$ cat config.mk
export PLATFORM = sky130hd
export DESIGN_NAME = reg_change_reader
export DESIGN_NICKNAME = d
export VERILOG_FILES = /design/src/rtl/reg_change_reader.sv
export SDC_FILE = /design/constraint.sdc
export NUM_CORES = 1
export LEC_CHECK = 0
export BUFFER_PORTS_ARGS = -buffer_cell sky130_fd_sc_hd__buf_2
export CAP_MARGIN = 20
export CORE_MARGIN = 3
export CORE_UTILIZATION = 55
export DETAILED_ROUTE_END_ITERATION = 12
export PLACE_DENSITY = 0.73
export SYNTH_ARGS = -nofsm -noshare
export SYNTH_HDL_FRONTEND = slang
export SYNTH_SLANG_ARGS = --single-unit
export TNS_END_PERCENT = 10
$ cat constraint.sdc
create_clock -name clk -period 17.69 [get_ports clk]
set_input_delay 3.538 -clock clk [delete_from_list [all_inputs] [get_ports clk]]
set_output_delay 3.538 -clock clk [all_outputs]
set_load 0.02 [all_outputs]
$ cat src/rtl/reg_change_reader.sv
// reg_change_reader
// Watches the level-held output word of a register and turns every change of
// value into a queued transaction {new value, sample cycles since the previous
// change}. A downstream consumer drains the queue over valid/ready.
//
// Ports:
//   clk          - single clock, rising edge
//   rst          - synchronous active-high reset
//   din          - observed register output word (DW bits)
//   sample_en    - sample din this cycle; capture state holds when low
//   out_valid    - queue head is valid (first-word-fall-through)
//   out_ready    - consumer accepts the head this cycle
//   out_data     - head entry's new data value
//   out_delta    - head entry's saturating gap in sample cycles (TSW bits)
//   out_count    - number of queued entries, 0..DEPTH
//   overflow     - sticky, set when a change was dropped on a full queue
//   clr_overflow - clears overflow (a new drop in the same cycle wins)
module reg_change_reader #(
   parameter int DW    = 16,
   parameter int DEPTH = 8,
   parameter int TSW   = 16
) (
   input  logic                     clk,
   input  logic                     rst,
   input  logic [DW-1:0]            din,
   input  logic                     sample_en,
   output logic                     out_valid,
   input  logic                     out_ready,
   output logic [DW-1:0]            out_data,
   output logic [TSW-1:0]           out_delta,
   output logic [$clog2(DEPTH):0]   out_count,
   output logic                     overflow,
   input  logic                     clr_overflow
);

   localparam int AW = $clog2(DEPTH);
   localparam int CW = AW + 1;
   localparam logic [TSW-1:0] GAP_MAX = '1;
   localparam logic [CW-1:0]  FULL_COUNT = CW'(DEPTH);

   logic [DW-1:0]  last;
   logic [TSW-1:0] gap;
   logic [TSW-1:0] gap_inc;

   logic [DW-1:0]  mem_data  [DEPTH];
   logic [TSW-1:0] mem_delta [DEPTH];
   logic [AW-1:0]  wr_ptr;
   logic [AW-1:0]  rd_ptr;
   logic [CW-1:0]  count;

   logic change;
   logic pop;
   logic full;
   logic push_ok;
   logic drop;

   // Change detection and queue control. A push into a full queue is still
   // accepted when the head is popped in the same cycle, because the slot
   // being written is exactly the one being vacated.
   always_comb begin
      gap_inc = (gap == GAP_MAX) ? gap : gap + 1'b1;
      change  = sample_en && (din != last);
      pop     = out_valid && out_ready;
      full    = (count == FULL_COUNT);
      push_ok = change && (!full || pop);
      drop    = change && full && !pop;
   end

   // Capture state, pointers, occupancy and the sticky overflow flag. A
   // dropped change still advances last/gap so it is lost rather than
   // retried on the next sample.
   always_ff @(posedge clk) begin
      if (rst) begin
         last     <= '0;
         gap      <= '0;
         wr_ptr   <= '0;
         rd_ptr   <= '0;
         count    <= '0;
         overflow <= 1'b0;
      end else begin
         if (change) begin
            last <= din;
            gap  <= '0;
         end else if (sample_en) begin
            gap <= gap_inc;
         end

         if (push_ok) begin
            wr_ptr <= wr_ptr + 1'b1;
         end
         if (pop) begin
            rd_ptr <= rd_ptr + 1'b1;
         end

         case ({push_ok, pop})
            2'b10:   count <= count + 1'b1;
            2'b01:   count <= count - 1'b1;
            default: count <= count;
         endcase

         if (drop) begin
            overflow <= 1'b1;
         end else if (clr_overflow) begin
            overflow <= 1'b0;
         end
      end
   end

   // Entry storage. The delta stored is the gap including the change cycle
   // itself, saturated at the field maximum.
   always_ff @(posedge clk) begin
      if (push_ok && !rst) begin
         mem_data[wr_ptr]  <= din;
         mem_delta[wr_ptr] <= gap_inc;
      end
   end

   // Head of the queue is read straight from storage at the registered read
   // pointer, so out_ready never reaches the outputs combinationally.
   always_comb begin
      out_valid = (count != '0);
      out_count = count;
      out_data  = mem_data[rd_ptr];
      out_delta = mem_delta[rd_ptr];
   end

endmodule

==> reports/metrics.cfg <==
[yosys]
synthTopCellsByArea = edfxtp_1 (64%), mux4_2 (12%), dfxtp_1 (7.6%)
synth_top_cell_by_area = edfxtp_1
ys_ff_latch = 302
syn_nets = 711
synthDistinctLibCells = 52
synth_edf_count = 256
yosys_warnings = 0
synthCells = 684
netlist_area_mm2 = 0.0121
synth-async-reset-ratio_pct = 0
synth_area_per_cell_um2 = 17.7
synth_top_area_share_pct = 63.5
synth-main-ff-cell = edfxtp_1
seq_area_frac_synth_pct = 71.1

[detailed_routing]
drc = 0
viasPerCell = 5.98
dr.pass1.iters = 5
met1_length_mm = 9.84
num_vias = 6276
drt_first_iter_violations = 492
routed_wl_mm = 22.9
wl_met3_mm = 1.23
highest_layer = met4
postRouteAntennaNets = 0
wl_per_cell_um = 21.8
wl_met2_mm = 11.4

[timing]
postLayoutSetupSlackWorst_ps = 11140
slew-limit-headroom_pct = 35.8
rsz0062_at_grt = no
tns_ps = 0
finalSetupViolCount = 0
fin_skew_ps = 6.93
hold_viol_final = 0
worst_slew_pin_slew_ps = 963
max_freq_mhz = 153
fin_crit_ps = 6550
slew_viol_final = 0
period_share_pct = 37.0

[final_layout]
multi_input_area_mm2 = 0.00336
area_growth_syn_to_layout_pct = 12.3
final_nets = 780
register_area_mm2 = 0.00861
drive_above_1_share_pct = 30.2
diodes = 0
nFillCells = 1479
finish.utilization_pct = 63.7

[cts]
cts_buffer_depth = 3
path_clk_slew_ps = 60
clockRootBuffer = clkbuf_16
clkLatencyLatePin_ps = 530
ctsResizeCount = 0
postCtsSetupRepairBufs = 0
cts_tree = built
cts_sinks = 302
cts_made_buffers = 29
hold_buffers = 0
cts_max_level = 1

[worst_setup_path]
endpoint_kind = output pin
r2r_slack_ps = 14390
crit_type = reg2out
setup.worst_path.end = out_data[15]
arrival_ps = 3010
r2r-end = out_count[3]
timing.rr.start = last[6]
crit_required_ps = 14150
worstSetupStartpointType = flop
crit_fanout = 48
reg2reg_depth = 12

[power]
pwr-share-clk_pct = 34.1
p_total_uw = 1600
power.density_cell_area_mw_per_mm2 = 118
combPwrFrac_pct = 15.7
p_switching_uw = 395
p_seq_share_pct = 50.3
p_leak_uw = 0.00435
power.internal_uw = 1210
peakVddDrop_mv = 0.0674
power.share.switching_pct = 24.6

[floorplan]
core_area_mm2 = 0.0214
dieWidth_um = 154
pin_count = 59
fp-row-count = 53
die_h_um = 154
start_util_pct = 56.7
dieArea_mm2 = 0.0238

[placed_design]
dpl.hpwl_mm = 13.8
pre_cts_ws_ps = 11070
routabilityCongestion = 0.781
portBuffers = 58

[worst_hold_path]
whs_path_depth = 2
hold_path_class = reg2reg

[status]
outcome = finished, final reports clean

[global_routing]
grt_max_degree = 65
antenna_found_initial = 0
grt_pass1_wl_mm = 36.4
overflow = 0
grt_pass1_vias = 6470
grt_usage_pct = 19.4

[job]
drv_cap = 0

[state kept, by name, summed over array words and instances (netlist names), named ones only]
name       cells
mem_data     128
mem_delta    128
gap           16
last          16
out_count      4
rd_ptr         3
wr_ptr         3
overflow       1
[through the flow]
| step | cell area (um2) | instances | hold WS (ps) |
|---|---|---|---|
| finish | 13600 | 1049 | 471 |
| global route | 13600 | 1049 | 490 |
| CTS | 13600 | 1049 | 472 |
| detailed placement | 12800 | 997 | 462 |
| global placement | 12800 | 997 | 455 |
| floorplan | 12100 | 684 | 449 |
[cell usage in the layout (no fill, tap or decap), types with 3 or more instances in the layout]
cell type	n
nor2_4	3
clkbuf_1	10
nor2_1	28
nand2_1	52
nand3_1	8
buf_4	18
nor3_1	4
inv_1	5
or3_1	6
o21ai_0	6
a311oi_1	3
ha_1	5
nor3_2	5
mux2i_1	3
clkbuf_16	29
edfxtp_1	256
nor2b_1	4
o211ai_1	3
buf_2	58
mux2_2	35
clkinv_1	3
and3_1	5
mux4_2	64
dfxtp_1	44
and2_1	3
xor2_1	15
a21oi_1	29
clkinv_2	8
xnor2_1	22
nand4_1	8
nand2b_1	3
[synth_stat cells, drive strengths merged (9+ instances only)]
cell and number:
nand4 9, nand2 53, mux4 64, edfxtp 256, a21oi 29, buf 13
xnor2 22, nor3 9, clkbuf 25, nor2 32, dfxtp 46, xor2 15
mux2 36
[worst min path at each step]
stage                  from  slack (ps)  endpoint
finish              last[4]         470   last[4]
floorplan           last[0]         450   last[0]
global placement    last[8]         450   last[8]
detailed placement  last[0]         460   last[0]
global route        last[0]         490   last[0]
CTS                 last[4]         470   last[4]
[power by group through the flow]
stage | clock network [uW] | logic (uW) | registers [uW]
finish | 546 | 251 | 805
global route | 586 | 273 | 809
CTS | 555 | 257 | 806
detailed placement | 0 | 255 | 821
global placement | 0 | 251 | 820
floorplan | 0 | 191 | 816
[logic make-up (layout without fill, tap and decap cells)]
kind of cell | Yosys count | in the layout | synth area share, %
AO/OA/AOI/OAI | 52 | 52 | 2.72
XOR/XNOR | 37 | 37 | 2.68
adder cells (fa/ha/maj) | 6 | 6 | 0.682
buffers and inverters | 43 | 133 | 1.53
flip-flops | 302 | 302 | 71.1
multiplexers | 103 | 103 | 15.5
AND/OR/NAND/NOR | 141 | 141 | 5.76
[critical path, stage by stage, from the launching register on]
cell and delay [ps]:
dfxtp_4 560, buf_4 820, mux4_2 610, mux2_2 310
buf_2 170
[final cells by class]
cell class,instances,share of cell area (%)
sequential,302,63.3
multi-input combinational,339,24.7
clock buffer,39,5.61
timing repair buffer,76,3.13
tap,275,2.53
clock inverter,13,0.497
inverter,5,0.138
[metal layers]
| layer | GRT usage [%] | up-vias |
|---|---|---|
| li1 | - | 2823 |
| met1 | 27.8 | 3220 |
| met2 | 32.0 | 191 |
| met3 | 2.69 | 42 |
| met4 | 5.17 | 0 |
| met5 | 0 | - |
No activity file was read; power rests on OpenSTA's default activity.
